--- src/rtl/msdap_p2s_pkg.sv ---
// ---------------------------------------------------------------------------
// msdap_p2s_pkg
//   Shared definitions for the MSDAP parallel-to-serial output stage:
//   default widths, FSM state type, per-channel shift-register operation
//   encoding and a saturating increment helper for the diagnostic counters.
// ---------------------------------------------------------------------------
package msdap_p2s_pkg;

    localparam int DATA_W_DEF = 40;
    localparam int CNT_W_DEF  = 8;

    typedef enum logic {
        IDLE  = 1'b0,
        SHIFT = 1'b1
    } p2s_state_t;

    // Operation applied to each channel's shift register on the next edge.
    typedef enum logic [1:0] {
        SH_CLEAR     = 2'd0,
        SH_SHIFT     = 2'd1,
        SH_LOAD_HOLD = 2'd2,
        SH_LOAD_DIN  = 2'd3
    } sh_op_t;

    // Saturating increment; caller passes the all-ones value of its width.
    function automatic logic [31:0] sat_inc(input logic [31:0] v, input logic [31:0] max_v);
        return (v >= max_v) ? v : v + 32'd1;
    endfunction

endpackage

--- src/rtl/msdap_p2s_chan.sv ---
// ---------------------------------------------------------------------------
// msdap_p2s_chan
//   One serial output channel: a hold register that buffers one captured
//   result word and a shift register that streams it out MSB-first.
//   All sequencing decisions come from the top; this block only executes.
// Ports
//   Sclk     in   clock
//   Reset    in   synchronous active-high reset
//   sh_op    in   shift-register operation for this edge
//   hold_we  in   write din into the hold register
//   din      in   DATA_W result word from the ALU controller
//   ser_out  out  serial bit, MSB of the shift register
// ---------------------------------------------------------------------------
module msdap_p2s_chan
    import msdap_p2s_pkg::*;
#(
    parameter int DATA_W = DATA_W_DEF
) (
    input  logic              Sclk,
    input  logic              Reset,
    input  sh_op_t            sh_op,
    input  logic              hold_we,
    input  logic [DATA_W-1:0] din,
    output logic              ser_out
);

    logic [DATA_W-1:0] hold_q;
    logic [DATA_W-1:0] shreg_q;

    always_ff @(posedge Sclk) begin
        if (Reset) begin
            hold_q  <= '0;
            shreg_q <= '0;
        end else begin
            if (hold_we)
                hold_q <= din;
            // Loading from hold and writing hold in the same edge is legal:
            // the shift register takes the old hold contents.
            case (sh_op)
                SH_CLEAR:     shreg_q <= '0;
                SH_SHIFT:     shreg_q <= {shreg_q[DATA_W-2:0], 1'b0};
                SH_LOAD_HOLD: shreg_q <= hold_q;
                SH_LOAD_DIN:  shreg_q <= din;
                default:      shreg_q <= shreg_q;
            endcase
        end
    end

    assign ser_out = shreg_q[DATA_W-1];

endmodule

--- src/rtl/msdap_p2s_serializer.sv ---
// ---------------------------------------------------------------------------
// msdap_p2s_serializer
//   Output end of the ALU controller -> serial-out path. Captures the
//   left/right results on the rising edge of P2S_status, holds them, and
//   shifts both channels out in lockstep starting at the next Frame pulse.
// Ports
//   Sclk, Reset              clock, synchronous active-high reset
//   Frame                    frame sync; start = rising edge
//   P2S_status               result-valid level; capture = rising edge
//   OutputdataL/R            DATA_W result words
//   OutputL/R                serial bits, MSB-first
//   OutReady                 high while a valid word is shifting
//   p2s_ack                  1-cycle pulse after a word is accepted
//   overrun/underrun         sticky error flags
//   ovr_cnt/und_cnt          saturating error counters (P2S_DIAG_EN only,
//                            otherwise tied to 0)
// Configuration macro: P2S_DIAG_EN
// ---------------------------------------------------------------------------
module msdap_p2s_serializer
    import msdap_p2s_pkg::*;
#(
    parameter int DATA_W = DATA_W_DEF,
    parameter int CNT_W  = CNT_W_DEF
) (
    input  logic              Sclk,
    input  logic              Reset,
    input  logic              Frame,
    input  logic              P2S_status,
    input  logic [DATA_W-1:0] OutputdataL,
    input  logic [DATA_W-1:0] OutputdataR,
    output logic              OutputL,
    output logic              OutputR,
    output logic              OutReady,
    output logic              p2s_ack,
    output logic              overrun,
    output logic              underrun,
    output logic [CNT_W-1:0]  ovr_cnt,
    output logic [CNT_W-1:0]  und_cnt
);

    localparam int NUM_LANES = 2;   // lane 0 = left, lane 1 = right
    localparam int BC_W      = $clog2(DATA_W);

    // ---------------- edge detect ----------------
    logic frame_q, stat_q;
    logic start, cap;

    assign start = Frame & ~frame_q;
    assign cap   = P2S_status & ~stat_q;

    // ---------------- FSM / sequencing ----------------
    p2s_state_t       state_q, state_d;
    logic [BC_W-1:0]  bit_cnt_q, bit_cnt_d;
    logic             rdy_q, rdy_d;
    sh_op_t           sh_op;

    logic hold_full_q, hold_full_d;
    logic hold_we;
    logic ack_d;
    logic ovr_ev, und_ev;

    always_ff @(posedge Sclk) begin
        if (Reset) begin
            state_q   <= IDLE;
            bit_cnt_q <= '0;
            rdy_q     <= 1'b0;
        end else begin
            state_q   <= state_d;
            bit_cnt_q <= bit_cnt_d;
            rdy_q     <= rdy_d;
        end
    end

    always_comb begin
        state_d   = state_q;
        bit_cnt_d = bit_cnt_q;
        rdy_d     = rdy_q;
        sh_op     = (state_q == SHIFT) ? SH_SHIFT : SH_CLEAR;

        if (start) begin
            // Frame always wins, truncating any word still in flight.
            state_d   = SHIFT;
            bit_cnt_d = BC_W'(DATA_W - 1);
            if (hold_full_q) begin
                sh_op = SH_LOAD_HOLD;
                rdy_d = 1'b1;
            end else if (cap) begin
                // Word arrives on the frame edge itself: skip the hold stage.
                sh_op = SH_LOAD_DIN;
                rdy_d = 1'b1;
            end else begin
                sh_op = SH_CLEAR;
                rdy_d = 1'b0;
            end
        end else begin
            case (state_q)
                IDLE: rdy_d = 1'b0;
                SHIFT: begin
                    if (bit_cnt_q == '0) begin
                        state_d = IDLE;
                        rdy_d   = 1'b0;
                    end else begin
                        bit_cnt_d = bit_cnt_q - 1'b1;
                    end
                end
                default: state_d = IDLE;
            endcase
        end
    end

    // ---------------- hold / handshake ----------------
    // On a frame edge the hold is emptied into the shift register, so a
    // simultaneous capture can refill it; a bypass capture never touches it.
    assign hold_we     = cap & (start ? hold_full_q : ~hold_full_q);
    assign hold_full_d = start ? (hold_full_q & cap) : (hold_full_q | cap);
    assign ack_d       = cap & (start | ~hold_full_q);
    assign ovr_ev      = cap & hold_full_q & ~start;
    assign und_ev      = start & ~hold_full_q & ~cap;

    logic ack_q, ovr_q, und_q;

    always_ff @(posedge Sclk) begin
        if (Reset) begin
            frame_q     <= 1'b0;
            stat_q      <= 1'b0;
            hold_full_q <= 1'b0;
            ack_q       <= 1'b0;
            ovr_q       <= 1'b0;
            und_q       <= 1'b0;
        end else begin
            frame_q     <= Frame;
            stat_q      <= P2S_status;
            hold_full_q <= hold_full_d;
            ack_q       <= ack_d;
            ovr_q       <= ovr_q | ovr_ev;
            und_q       <= und_q | und_ev;
        end
    end

    // ---------------- channels ----------------
    logic [NUM_LANES-1:0][DATA_W-1:0] lane_din;
    logic [NUM_LANES-1:0]             lane_ser;

    assign lane_din[0] = OutputdataL;
    assign lane_din[1] = OutputdataR;

    for (genvar g = 0; g < NUM_LANES; g++) begin : g_lane
        msdap_p2s_chan #(.DATA_W(DATA_W)) u_chan (
            .Sclk    (Sclk),
            .Reset   (Reset),
            .sh_op   (sh_op),
            .hold_we (hold_we),
            .din     (lane_din[g]),
            .ser_out (lane_ser[g])
        );
    end

    assign OutputL  = lane_ser[0];
    assign OutputR  = lane_ser[1];
    assign OutReady = rdy_q;
    assign p2s_ack  = ack_q;
    assign overrun  = ovr_q;
    assign underrun = und_q;

    // ---------------- diagnostic counters ----------------
`ifdef P2S_DIAG_EN
    localparam logic [31:0] CNT_MAX = 32'((64'd1 << CNT_W) - 64'd1);

    logic [CNT_W-1:0] ovr_cnt_q, und_cnt_q;

    always_ff @(posedge Sclk) begin
        if (Reset) begin
            ovr_cnt_q <= '0;
            und_cnt_q <= '0;
        end else begin
            if (ovr_ev)
                ovr_cnt_q <= CNT_W'(sat_inc(32'(ovr_cnt_q), CNT_MAX));
            if (und_ev)
                und_cnt_q <= CNT_W'(sat_inc(32'(und_cnt_q), CNT_MAX));
        end
    end

    assign ovr_cnt = ovr_cnt_q;
    assign und_cnt = und_cnt_q;
`else
    assign ovr_cnt = '0;
    assign und_cnt = '0;
`endif

endmodule

--- config.mk ---
export PLATFORM = sky130hd
export DESIGN_NAME = msdap_p2s_serializer
export DESIGN_NICKNAME = d
export VERILOG_FILES = /design/src/rtl/msdap_p2s_pkg.sv /design/src/rtl/msdap_p2s_chan.sv /design/src/rtl/msdap_p2s_serializer.sv
export SDC_FILE = /design/constraint.sdc
export NUM_CORES = 1
export LEC_CHECK = 0
export ABC_AREA = 0
export CAP_MARGIN = 30
export CORE_ASPECT_RATIO = 1.25
export CORE_MARGIN = 4
export CORE_UTILIZATION = 40
export CTS_BUF_LIST = sky130_fd_sc_hd__clkbuf_8
export CTS_CLUSTER_DIAMETER = 80
export DETAILED_ROUTE_END_ITERATION = 8
export PLACE_DENSITY_LB_ADDON = 0.05
export SYNTH_ARGS = -nofsm -noshare
export SYNTH_HDL_FRONTEND = slang
export SYNTH_SLANG_ARGS = --single-unit
--- constraint.sdc ---
create_clock -name Sclk -period 2.87 [get_ports Sclk]
set_input_delay 0.574 -clock Sclk [delete_from_list [all_inputs] [get_ports Sclk]]
set_output_delay 0.574 -clock Sclk [all_outputs]
set_load 0.03 [all_outputs]
==> metrics.md <==
| Metric | Value |
|---|---|
| Die span in y | `between 150 and 200 µm` |
| CTS tree | `built` |
| Clock Latency Late Sink | `around 460 ps` |
| Internal | `~3.7 mW` |
| Clk slew on worst S/H paths | `about 90 ps` |
| I/O Buffers | `89` |
| Post-route cell area | `8400 µm²` |
| H-tree depth | `4` |
| Synth unique cells | `34` |
| Setup WS pre-CTS | `around 290 ps` |
| Grt ovf | `0` |
| Die area | `~20000 µm²` |
| Power density cells | `608 nW/µm²` |
| Net count, final | `approximately 1000` |
| # diodes | `0` |
| Antenna-violating nets left | `0` |
| Setup Skew | `roughly 10 ps` |
| Status | `finished, final reports clean` |
| Switching Fraction | `0.276` |
| Most common cell after layout, fill and taps aside | `nand3_1` |
| Final hold vios | `0` |
| Tmin final | `2140 ps` |
| Largest net degree at the start of global routing | `90` |
| Net Sw Power | `1.41 mW` |
| Leakage power | `around 2.6 nW` |
| Worst Setup End Kind | `register` |
| Via count | `6586` |
| Root Driver | `clkbuf_8` |
| Reg power frac | `0.507` |
| Initial antenna violation count | `0` |
| Sequential area share after synthesis | `0.496` |
| Residual DRC | `0` |
| Max-cap violations | `0` |
| DP Area | `approximately 8000 µm²` |
| Startpoint types | `input pin` |
| Finish-stage setup viols | `0` |
| Core Rows | `53` |
| Vias/cell | `between 5 and 6` |
| Layout area overhead | `19.4%` |
| Worst vdd ir | `0.276 mV` |
| Die Wd | `127 µm` |
| Comb pwr share | `0.132` |
| First-pass detailed-route iteration total | `5` |
| Synth Register Bits | `174` |
| Layout cells sized above 1 | `0.0606` |
| Total setup buffers inserted after CTS | `0` |
| Largest fanout on the critical path | `89` |
| Initial DRC Count | `480` |
| Min Hold Slack | `around 460 ps` |
| Worst relative slew slack | `0.317` |
| Kind of critical path | `in2reg` |
| GRT Overall Usage | `0.197` |
| # IOs | `106` |
| Core area | `17000 µm²` |
| Yosys Warn Count | `0` |
| # clock sinks | `174` |
| Initial Util | `0.412` |
| Netlist Area Pre-Place | `7030 µm²` |
| Vias in the first global route | `roughly 6400` |
| Commonest cells after routing, fill and taps aside | `238 x nand3_1, 172 x dfxtp_1, 163 x nand2_1` |
| Global-route wire length before repair | `roughly 32 mm` |
| Fin crit share | `0.747` |
| Worst path required time | `around 3200 ps` |
| Worst Path Arrival | `about 2500 ps` |
| Post-Syn Instances | `900` |
| Clock buffer depth | `2` |
| GPL Wtd Cong | `0.737` |
| WL/cell | `about 17 µm` |
| Worst Hold Class | `reg2reg` |
| Clock share of power | `0.361` |
| Routed WL | `19.5 mm` |
| Mean Syn Cell Area | `7.81 µm²` |
| Setup_tns | `0 ps` |
| Final Max Slew Viols | `0` |
| Post-CTS Hold Buffers | `0` |
| Unrepaired setup endpoints after global routing | `false` |
| Max Clk Rate | `roughly 0.47 GHz` |
| Tightest Pin Transition | `1020 ps` |
| PnR worst setup slack | `about 730 ps` |
| Num CTS Buffers | `17` |
| Post-detail-place hpwl | `10.5 mm` |
| Post-CTS sizing | `0` |
-- final cells by class --
class                   instances  area [µm²]
clock buffers                  17         234
clock inverters                15         195
fillers                      1695        8650
inverters                       4        16.3
multi-input cells             627        3120
flip-flops and latches        174        3490
well taps                     220         275
repair buffers                104        1060
-- worst paths after layout --
check	startpoint	to	slack [ps]	depth (start not counted)
worst max-delay path	Frame	bit_cnt_q[0]$_SDFFE_PP0P_	730	5
worst min register to register	g_lane[0].u_chan.hold_q[38]$_SDFFE_PP0P_	g_lane[0].u_chan.hold_q[38]$_SDFFE_PP0P_	460	2
worst min-delay path	g_lane[0].u_chan.hold_q[38]$_SDFFE_PP0P_	g_lane[0].u_chan.hold_q[38]$_SDFFE_PP0P_	460	2
worst max register to register	state_q$_SDFF_PP0_	g_lane[0].u_chan.shreg_q[30]$_SDFF_PP0_	940	4
-- power by group through the flow --
stage	clock network, mW	registers (mW)	logic [mW]
3_5_place_dp	0	2.64	0.671
3_3_place_gp	0	2.64	0.659
4_1_cts	1.91	2.59	0.672
6_report	1.85	2.59	0.672
5_1_grt	2.01	2.60	0.736
2_1_floorplan	0	2.61	0.428
-- kinds of logic after synthesis --
logic type / share of synthesized area
compound gates: 0.148
fa+ha+maj: 0.00534
buf+inv: 0.0717
flops: 0.496
mux: 0.00160
other cells: 0.000533
simple gates: 0.277
-- metrics by stage --
stage	instances	power [mW]	util
2_1_floorplan	915	3.04	-
3_3_place_gp	1129	3.30	0.467
3_5_place_dp	1129	3.32	0.467
4_1_cts	1161	5.17	0.493
5_1_grt	1161	5.35	0.493
6_report	1161	5.10	0.493
-- state kept, by name (all words and copies together) (netlist names) --
signal	cells
hold_full_q	1
OutReady	1
underrun	1
bit_cnt_q	6
state_q	1
stat_q	1
frame_q	1
g_lane.u_chan.hold_q	80
p2s_ack	1
overrun	1
g_lane.u_chan.shreg_q	80
-- synth_stat cells (all sizes together) --
cell	n	area, µm²
a21oi	88	440
nand4	1	6.26
nor3	5	25.0
conb	1	3.75
buf	38	219
o211ai	1	7.51
o41ai	1	8.76
nand3	238	1190
nand2b	2	12.5
nand3b	1	7.51
a221o	1	10.0
and3b	1	8.76
inv	4	15.0
nor3b	2	15.0
a311oi	1	8.76
nor2	4	15.0
or3	2	12.5
o21ai	3	15.0
a31oi	80	500
nand2	163	612
o2111ai	1	8.76
clkbuf	72	270
o31ai	1	7.51
nor2b	5	31.3
a2111oi	1	8.76
dfxtp	174	3480
ha	3	37.5
mux2	1	11.3
a211oi	2	15.0
a211o	1	8.76
nor4	2	12.5
-- per-layer routing --
layer | track usage | up-vias | wire, µm
li1 | - | 3181 | -
met1 | 0.250 | 3194 | 8690
met2 | 0.342 | 199 | 9690
met3 | 0.0393 | 12 | 1000
met4 | 0.0567 | 0 | 136
met5 | 0 | - | 0
-- worst max-delay path, cell delays in order --
cell and delay, ps:
clkdlybuf4s50_1 490, nor2b_4 170, buf_4 780, a2111oi_0 160, nor4_1 280
Power figures use the tool's default switching activity.
